==> src/rtl/gpio_pkg.sv <==
// Register-map constants and address-width helper shared by the GPIO bank.
// GPIO_BOTH_EDGE_EN adds a second register page that holds the MODE register.
package gpio_pkg;

  localparam logic [1:0] OFF_OUT  = 2'd0;
  localparam logic [1:0] OFF_IN   = 2'd1;
  localparam logic [1:0] OFF_IEN  = 2'd2;
  localparam logic [1:0] OFF_STAT = 2'd3;

  // MODE lives at offset 2 of page 1 when both-edge detection is built in
  localparam logic       PAGE_MODE = 1'b1;
  localparam logic [1:0] OFF_MODE  = 2'd2;

  function automatic int gpio_aw(input int nch);
`ifdef GPIO_BOTH_EDGE_EN
    return $clog2(nch) + 3;
`else
    return $clog2(nch) + 2;
`endif
  endfunction

endpackage

==> src/rtl/gpio_chan.sv <==
// One W-bit GPIO channel: OUT/IEN/STAT registers, input synchroniser, edge detect.
// GPIO_BOTH_EDGE_EN adds a per-bit MODE register selecting rising or both edges.
module gpio_chan #(
  parameter int W = 32
) (
  input  logic         clk,
  input  logic         rst,
  input  logic         we_out,
  input  logic         we_ien,
  input  logic         we_stat,
`ifdef GPIO_BOTH_EDGE_EN
  input  logic         we_mode,
  output logic [W-1:0] mode,
`endif
  input  logic [W-1:0] wd,
  input  logic [W-1:0] pins,
  output logic [W-1:0] out_data,
  output logic [W-1:0] in_data,
  output logic [W-1:0] ien,
  output logic [W-1:0] stat,
  output logic         irq
);

  logic [W-1:0] s1, s2, s3;
  logic [W-1:0] edges;
  logic [W-1:0] clr;

  always_comb begin
    edges = s2 & ~s3;
`ifdef GPIO_BOTH_EDGE_EN
    edges = edges | (mode & ~s2 & s3);
`endif
    clr = we_stat ? wd : '0;
  end

  // New edges are OR-ed in after the clear, so a same-cycle set beats W1C
  always_ff @(posedge clk) begin
    if (rst) begin
      s1       <= '0;
      s2       <= '0;
      s3       <= '0;
      out_data <= '0;
      ien      <= '0;
      stat     <= '0;
`ifdef GPIO_BOTH_EDGE_EN
      mode     <= '0;
`endif
    end else begin
      s1   <= pins;
      s2   <= s1;
      s3   <= s2;
      stat <= (stat & ~clr) | edges;
      if (we_out) out_data <= wd;
      if (we_ien) ien <= wd;
`ifdef GPIO_BOTH_EDGE_EN
      if (we_mode) mode <= wd;
`endif
    end
  end

  assign in_data = s2;
  assign irq     = |(stat & ien);

endmodule

==> src/rtl/gpio_bank.sv <==
// NCH-channel memory-mapped GPIO bank with a combined interrupt line.
// GPIO_BOTH_EDGE_EN enables the page-1 MODE register for both-edge detection.
module gpio_bank
  import gpio_pkg::*;
#(
  parameter int W   = 32,
  parameter int NCH = 4,
  parameter int AW  = gpio_aw(NCH)
) (
  input  logic             clk,
  input  logic             rst,
  input  logic [AW-1:0]    A,
  input  logic             WE,
  input  logic [W-1:0]     WD,
  output logic [W-1:0]     RD,
  input  logic [NCH*W-1:0] gpI,
  output logic [NCH*W-1:0] gpO,
  output logic             irq
);

  logic [AW-1:0]  ch_sel;
  logic [1:0]     off;
  logic           page;
  logic           hit;
  logic [W-1:0]   in_data [NCH];
  logic [W-1:0]   ien     [NCH];
  logic [W-1:0]   stat    [NCH];
  logic [NCH-1:0] irq_ch;
`ifdef GPIO_BOTH_EDGE_EN
  logic [W-1:0]   mode    [NCH];
`endif

  always_comb begin
    off = A[1:0];
`ifdef GPIO_BOTH_EDGE_EN
    page   = A[AW-1];
    ch_sel = (A & {1'b0, {(AW-1){1'b1}}}) >> 2;
`else
    page   = 1'b0;
    ch_sel = A >> 2;
`endif
    hit = ch_sel < AW'(NCH);
  end

  for (genvar c = 0; c < NCH; c++) begin : g_chan
    logic sel;
    assign sel = WE && hit && (ch_sel == AW'(c));

    gpio_chan #(.W(W)) u_chan (
      .clk      (clk),
      .rst      (rst),
      .we_out   (sel && !page && off == OFF_OUT),
      .we_ien   (sel && !page && off == OFF_IEN),
      .we_stat  (sel && !page && off == OFF_STAT),
`ifdef GPIO_BOTH_EDGE_EN
      .we_mode  (sel && page == PAGE_MODE && off == OFF_MODE),
      .mode     (mode[c]),
`endif
      .wd       (WD),
      .pins     (gpI[c*W +: W]),
      .out_data (gpO[c*W +: W]),
      .in_data  (in_data[c]),
      .ien      (ien[c]),
      .stat     (stat[c]),
      .irq      (irq_ch[c])
    );
  end

  // Unmatched or out-of-range addresses fall through to the zero default
  always_comb begin
    RD = '0;
    for (int c = 0; c < NCH; c++) begin
      if (hit && ch_sel == AW'(c)) begin
        if (!page) begin
          case (off)
            OFF_OUT:  RD = gpO[c*W +: W];
            OFF_IN:   RD = in_data[c];
            OFF_IEN:  RD = ien[c];
            OFF_STAT: RD = stat[c];
          endcase
        end
`ifdef GPIO_BOTH_EDGE_EN
        else if (off == OFF_MODE) begin
          RD = mode[c];
        end
`endif
      end
    end
  end

  assign irq = |irq_ch;

endmodule

==> config.mk <==
export PLATFORM = sky130hd
export DESIGN_NAME = gpio_bank
export DESIGN_NICKNAME = d
export VERILOG_FILES = /design/src/rtl/gpio_pkg.sv /design/src/rtl/gpio_chan.sv /design/src/rtl/gpio_bank.sv
export SDC_FILE = /design/constraint.sdc
export NUM_CORES = 1
export LEC_CHECK = 0
export CORE_MARGIN = 5
export CORE_UTILIZATION = 60
export CTS_CLUSTER_DIAMETER = 150
export DETAILED_ROUTE_END_ITERATION = 6
export GPL_TIMING_DRIVEN = 0
export PLACE_DENSITY = 0.83
export SETUP_SLACK_MARGIN = 0.02
export SYNTH_ARGS = -nofsm -noshare
export SYNTH_HDL_FRONTEND = slang
export SYNTH_SLANG_ARGS = --single-unit
==> constraint.sdc <==
create_clock -name clk -period 4.48 [get_ports clk]
set_input_delay 0.672 -clock clk [delete_from_list [all_inputs] [get_ports clk]]
set_output_delay 0.672 -clock clk [all_outputs]
set_load 0.02 [all_outputs]
==> key figures, run 1 <==
Status
  • Status: finished with violations
  • Failing checks: design-rule violations

Yosys
  • Yosys top cell area share: 53.6%
  • Netlist cell types: 24
  • Ys Warns: 0
  • Netlist Area Pre-Place: 0.0287 mm^2
  • Syn nets: 3,084
  • Largest cells by area after synthesis: dfxtp_1, mux4_2, nor2b_1, nand2_1, a21oi_1
  • Mean Syn Cell Area: 9.84 um^2
  • Synthesized netlist cell count: 2,917
  • Sequential area share after synthesis: 53.6%
  • Synth area leader: dfxtp_1
  • Yosys reg bits: 768

CTS
  • Clk Latency, worst-skew pair: 640 ps
  • Cts repair resizes: 0
  • CTS Hold Bufs: 0
  • CTS clk-pin slew, worst paths: 70 ps
  • Post-CTS Repair Setup Buffers: 0
  • Max clock buf depth: 3
  • Cts bufs inserted: 76
  • Clock sinks: 768
  • CTS tree: yes
  • CTS root buf: clkbuf_16
  • H-tree depth: 3

Final layout
  • Final nets: 3,486
  • Share of layout cells above drive strength 1: 9.97%
  • Highest-count cells in the layout ignoring fill and taps: dfxtp_1, nand2_1, nor2b_1, a21oi_1, clkdlybuf4s50_1
  • P&R area growth vs syn: 22.8%
  • Most common cell after layout, fill and taps aside: dfxtp_1

Routing
  • DRC: 1
  • Iteration-0 DRC Markers: 4,170
  • Routed len/inst: 29.1 um
  • Via/cell ratio: 6.31
  • DR vias: 25,251
  • Drt total wl: 116,000 um
  • Post-detailed-route count of antenna-violating nets: 0
  • Pre-antenna DRT Iters: 7

Timing
  • Final setup vio count: 0
  • Final worst slack: 11.2 ps
  • Worst Clk Skew: 17.7 ps
  • Hold Worst Slack: 434 ps
  • Final Max Tran Viols: 0
  • Period utilization: 99.7%
  • Setup TNS: 0 ps
  • RSZ-0062 raised after global routing: false
  • Highest clock rate: 224 MHz
  • Slew HR: 8.19%
  • Worst Max-Slew Pin Slew: 1380 ps
  • Fin. Hold Viols: 0
  • Fin crit period: 4470 ps

Setup path
  • CP Class: reg -> out
  • Slowest cell on crit path: a221oi_1
  • Worst path cell trace: a22o_1, a221oi_1, nand4_1, nor4_1, nand3_1, clkdlybuf4s50_1
  • Crit path DAT: 3800 ps
  • Crit path buf inv count: 1
  • Critical Path RT: 3810 ps
  • Crit path max-delay family: compound AO/OA/AOI/OAI gates
  • Slowest cell delay on critical path: 870 ps
  • Crit start category: flip-flop
  • Crit end category: output pin
  • Max Fanout on Critical Path: 3

Placed design
  • Dpl ws: 158 ps
  • Gp weighted congestion: 1.05
  • Port Buffer Count: 324
  • Post-detail-place hpwl: 87,100 um

Global routing
  • Initial antenna violation count: 15
  • GRT Total Usage: 42.9%
  • Global route overflow: 0
  • Largest net degree at the start of global routing: 16
  • First-pass GRT wire length: 165,000 um
  • Vias in the first global route: 24,630

Power and ir drop
  • Peak supply drop: 0.000464 V
  • Reg power frac: 48.5%
  • Static Leak: 0.0127 uW
  • Internal: 11,300 uW
  • Sw Share: 24.5%
  • Clock Power Share: 43.6%
  • Cell Pwr Density: 425 mW/mm^2
  • Combinational share of power: 8.0%
  • NetSw: 3670 uW

Worst hold path
  • Worst Hold Class: reg -> reg

Floorplan
  • Initial Util: 60.4%
  • Row Count: 80
  • Die width: 229 um
  • Die H: 229 um
  • Die footprint: 0.0523 mm^2
  • Core box area: 0.0475 mm^2
  • Ports: 328

Job
  • Maxcap violations: 0
-- per-layer routing --
| layer | routed length, um | up-vias | share of wire [%] | track usage, % |
|---|---|---|---|---|
| met5 | 103 | - | 0.089 | 0 |
| met3 | 17400 | 479 | 15 | 14.6 |
| met1 | 41000 | 12046 | 35 | 55.0 |
| met2 | 49300 | 2159 | 42 | 63.6 |
| li1 | - | 10551 | - | - |
| met4 | 8590 | 16 | 7.4 | 24.9 |
-- power by group through the flow --
| stage | Clock, uW | Sequential (uW) | Combinational, uW |
|---|---|---|---|
| global placement | 0 | 7380 | 1120 |
| finish | 6530 | 7260 | 1190 |
| CTS | 6500 | 7240 | 1150 |
| global route | 6810 | 7260 | 1230 |
| detailed placement | 0 | 7390 | 1140 |
| floorplan | 0 | 7300 | 612 |
-- kinds of logic after synthesis --
group | after synthesis | synth area share, %
AND/OR/NAND/NOR | 1324 | 22.1
AO/OA/AOI/OAI | 448 | 8.58
buffers and inverters | 217 | 3.23
flip-flops | 768 | 53.6
multiplexers | 160 | 12.6
-- registers in the layout, indices dropped and copies added, names as in the netlist --
register                count
g_chan.u_chan.ien         128
g_chan.u_chan.in_data     128
g_chan.u_chan.out_data    128
g_chan.u_chan.s1          128
g_chan.u_chan.s3          128
g_chan.u_chan.stat        128
-- synthesized netlist by cell type --
library cell	number
clkbuf_1	159
nand3_1	4
buf_1	7
nor3_2	2
nand4_1	10
nor2_1	137
nor4_1	1
buf_6	8
nor3_1	3
a22oi_1	16
buf_2	43
a22o_1	24
nand2b_1	2
mux4_2	160
a21oi_1	384
nor2b_1	514
and3b_1	1
a221oi_1	24
nand2_1	645
or3_1	2
nor3b_1	1
nand3b_1	1
or3b_1	1
dfxtp_1	768
-- cell type report --
| type | count | area, um^2 |
|---|---|---|
| multi-input combinational | 1932 | 12400 |
| buffer | 217 | 928 |
| antenna | 7 | 17.5 |
| sequential | 768 | 15400 |
| tap | 615 | 769 |
| clock buffer | 107 | 2210 |
| timing repair buffer | 324 | 3240 |
| fill | 3300 | 12300 |
| clock inverter | 31 | 315 |
-- stage by stage --
stage | util, % | cells | area, um^2 | power, uW
finish | 74.2 | 4001 | 35300 | 15000
floorplan | - | 2917 | 28700 | 7920
detailed placement | 68.8 | 3856 | 32700 | 8530
CTS | 74.1 | 3994 | 35200 | 14900
global route | 74.1 | 3995 | 35200 | 15300
global placement | 68.8 | 3856 | 32700 | 8500
-- path summary, 6_finish.rpt --
| kind | startpoint | end | slack [ps] | depth (start not counted) |
|---|---|---|---|---|
| max | g_chan[2].u_chan.stat[19] | irq | 10 | 6 |
| min | g_chan[2].u_chan.s1[4] | g_chan[2].u_chan.in_data[4] | 430 | 1 |
| max reg2reg | g_chan[2].u_chan.in_data[1] | g_chan[2].u_chan.stat[1] | 3530 | 3 |
| min reg2reg | g_chan[2].u_chan.s1[4] | g_chan[2].u_chan.in_data[4] | 430 | 1 |
-- worst register-to-register path: stages (launching register included) --
cell     delay, ps
dfxtp_1        530
nor2b_1        180
a21oi_1         50
nor2_1         110
Note: power is estimated with default switching activity, not from simulation.
==> inputs of run 2 (changes only) <==
--- a/config.mk
+++ b/config.mk
@@ -5,13 +5,14 @@
 export SDC_FILE = /design/constraint.sdc
 export NUM_CORES = 1
 export LEC_CHECK = 0
+export CORE_ASPECT_RATIO = 1.4
 export CORE_MARGIN = 5
 export CORE_UTILIZATION = 60
 export CTS_CLUSTER_DIAMETER = 150
 export DETAILED_ROUTE_END_ITERATION = 6
 export GPL_TIMING_DRIVEN = 0
 export PLACE_DENSITY = 0.83
-export SETUP_SLACK_MARGIN = 0.02
+export SETUP_SLACK_MARGIN = 0.2
 export SYNTH_ARGS = -nofsm -noshare
 export SYNTH_HDL_FRONTEND = slang
 export SYNTH_SLANG_ARGS = --single-unit
==> key figures, run 2 (same netlist as run 1, synthesis figures left out) <==
Floorplan
  • Die footprint: 0.0524 mm^2 (+0.12%)
  • Die width: 195 um (-15%)
  • Row Count: 94 (+18%)
  • Die H: 269 um (+18%)
  • Ports: 328 (unchanged)
  • Core box area: 0.0472 mm^2 (-0.81%)
  • Initial Util: 60.9% (+0.49 points)

CTS
  • CTS tree: yes
  • H-tree depth: 3 (unchanged)
  • CTS root buf: clkbuf_16
  • CTS clk-pin slew, worst paths: 60 ps (about the same)
  • Max clock buf depth: 3 (unchanged)
  • CTS Hold Bufs: 0 (unchanged)
  • Clk Latency, worst-skew pair: 640 ps (about the same)
  • Post-CTS Repair Setup Buffers: 0 (unchanged)
  • Cts bufs inserted: 71 (-6.6%)
  • Clock sinks: 768 (unchanged)

Routing
  • Met1 WL: 37,800 um (-7.8%)
  • DR vias: 24,794 (-1.8%)
  • Post-detailed-route count of antenna-violating nets: 0 (unchanged)
  • Via/cell ratio: 6.21 (-1.6%)
  • Met3 WL: 11,900 um (-32%)
  • Routed len/inst: 28.7 um (-1.2%)
  • Pre-antenna DRT Iters: 7 (unchanged)
  • Met2 wire length: 52,100 um (+5.8%)
  • Iteration-0 DRC Markers: 2,966 (-29%)
  • Top layer in use: met5
  • Drt total wl: 115,000 um (-1.4%)
  • DRC: 2 (+1)

Setup path
  • Crit end category: output pin
  • Max Fanout on Critical Path: 3 (unchanged)
  • Worst path cell trace: a22o_1, a221oi_1, nand4_1, nor4_1, nand3_1, clkdlybuf4s50_1
  • CP Class: reg -> out
  • Critical Path RT: 3810 ps (about the same)
  • Crit start category: flip-flop
  • Reg2reg path depth: 2 (-1)
  • Crit path DAT: 3670 ps (-130 ps)
  • Slowest cell on crit path: a221oi_1
  • Slowest cell delay on critical path: 850 ps (-20 ps)

Timing
  • Fin crit period: 4340 ps (-127 ps)
  • Worst Max-Slew Pin Slew: 1320 ps (-52.7 ps)
  • RSZ-0062 raised after global routing: false
  • Setup TNS: 0 ps (unchanged)
  • Final setup vio count: 0 (unchanged)
  • Period utilization: 96.9% (-2.8 points)
  • Highest clock rate: 230 MHz (+2.9%)
  • Worst Clk Skew: 17.9 ps (+0.230 ps)
  • Final Max Tran Viols: 0 (unchanged)
  • Slew HR: 11.0% (+2.8 points)
  • Fin. Hold Viols: 0 (unchanged)
  • Final worst slack: 138 ps (+127 ps)

Status
  • Failing checks: design-rule violations
  • Status: finished with violations

Worst hold path
  • Worst Hold Class: reg -> reg
  • Worst hold stages: 1 (unchanged)

Placed design
  • Port Buffer Count: 324 (unchanged)
  • Post-detail-place hpwl: 86,900 um (-0.24%)
  • Dpl ws: 124 ps (-34.5 ps)
  • Dpl cells: 3,865 (+0.23%)
  • Gp weighted congestion: 1.03 (-1.8%)

Global routing
  • Global route overflow: 0 (unchanged)
  • First-pass GRT wire length: 162,000 um (-1.5%)
  • Vias in the first global route: 24,532 (-0.40%)
  • Largest net degree at the start of global routing: 17 (+1)
  • Initial antenna violation count: 5 (-10)
  • GRT Total Usage: 42.5% (-0.33 points)

Final layout
  • Share of layout cells above drive strength 1: 9.80% (-0.17 points)
  • Most common cell after layout, fill and taps aside: dfxtp_1
  • Post-Layout Cell Count: 3,992 (-0.22%)
  • P&R area growth vs syn: 22.7%
  • Final nets: 3,481 (-0.14%)
  • Highest-count cells in the layout ignoring fill and taps: dfxtp_1, nand2_1, nor2b_1, a21oi_1, clkdlybuf4s50_1
  • Filler cells: 3,313 (+0.39%)

Job
  • Maxcap violations: 0 (unchanged)

Power and ir drop
  • Static Leak: 0.0127 uW (-0.34%)
  • Cell Pwr Density: 422 mW/mm^2 (-0.63%)
  • Peak supply drop: 0.000326 V (-30%)
  • PnR Total Power: 14,900 uW (-0.75%)
## run 2: what timing repair did
action,in CTS,in global routing
gates resized for setup,2,3
endpoints found under the setup margin,9,1
cloned,0,0
pin swaps,0,0
## run 2: stage by stage
stage | hold slack (ps) | utilization, % | cell area (um^2)
6_report | 432 | 74.7 | 35200
5_1_grt | 449 | 74.7 | 35200
4_1_cts | 425 | 74.6 | 35200
3_5_place_dp | 423 | 69.4 | 32700
3_3_place_gp | 417 | 69.4 | 32700
2_1_floorplan | 414 | - | 28700
## run 2: path summary, 6_finish.rpt
check | startpoint | end | slack [ps]
worst max-delay path | g_chan[2].u_chan.stat[19] | irq | 140
worst min register to register | g_chan[2].u_chan.s1[27] | g_chan[2].u_chan.in_data[27] | 430
worst min-delay path | g_chan[2].u_chan.s1[27] | g_chan[2].u_chan.in_data[27] | 430
worst max register to register | g_chan[1].u_chan.stat[25] | g_chan[1].u_chan.stat[25] | 3530
## run 2: layer usage
metal | vias to the layer above | GRT usage, %
met1 | 11820 | 47.7
met5 | - | 0
met4 | 4 | 37.3
met3 | 570 | 10.2
li1 | 10525 | -
met2 | 1875 | 68.1
## run 2: worst max-delay path: cells and delay by family (launching register included)
family	cells	cell delay (ps)
and+or+nand+nor	3	850
AOI/OAI and AO/OA	2	1180
DFF	1	420
buffers and inverters	1	620
## run 2: layout make-up
cell class,count,area [um^2],area share (%)
Multi-Input combinational cell,1932,12400,35.2
Antenna cell,2,5.00,0.0142
Clock inverter,21,287,0.814
Timing Repair Buffer,324,3240,9.21
Tap cell,624,781,2.22
Sequential cell,768,15400,43.7
Buffer,217,937,2.66
Clock buffer,104,2190,6.21
## run 2: power by group
part / internal, uW / switching [uW] / total (uW)
Sequential: 7060 / 206 / 7260
Combinational: 505 / 665 / 1170
Clock: 3740 / 2700 / 6440
Total: 11300 / 3570 / 14900
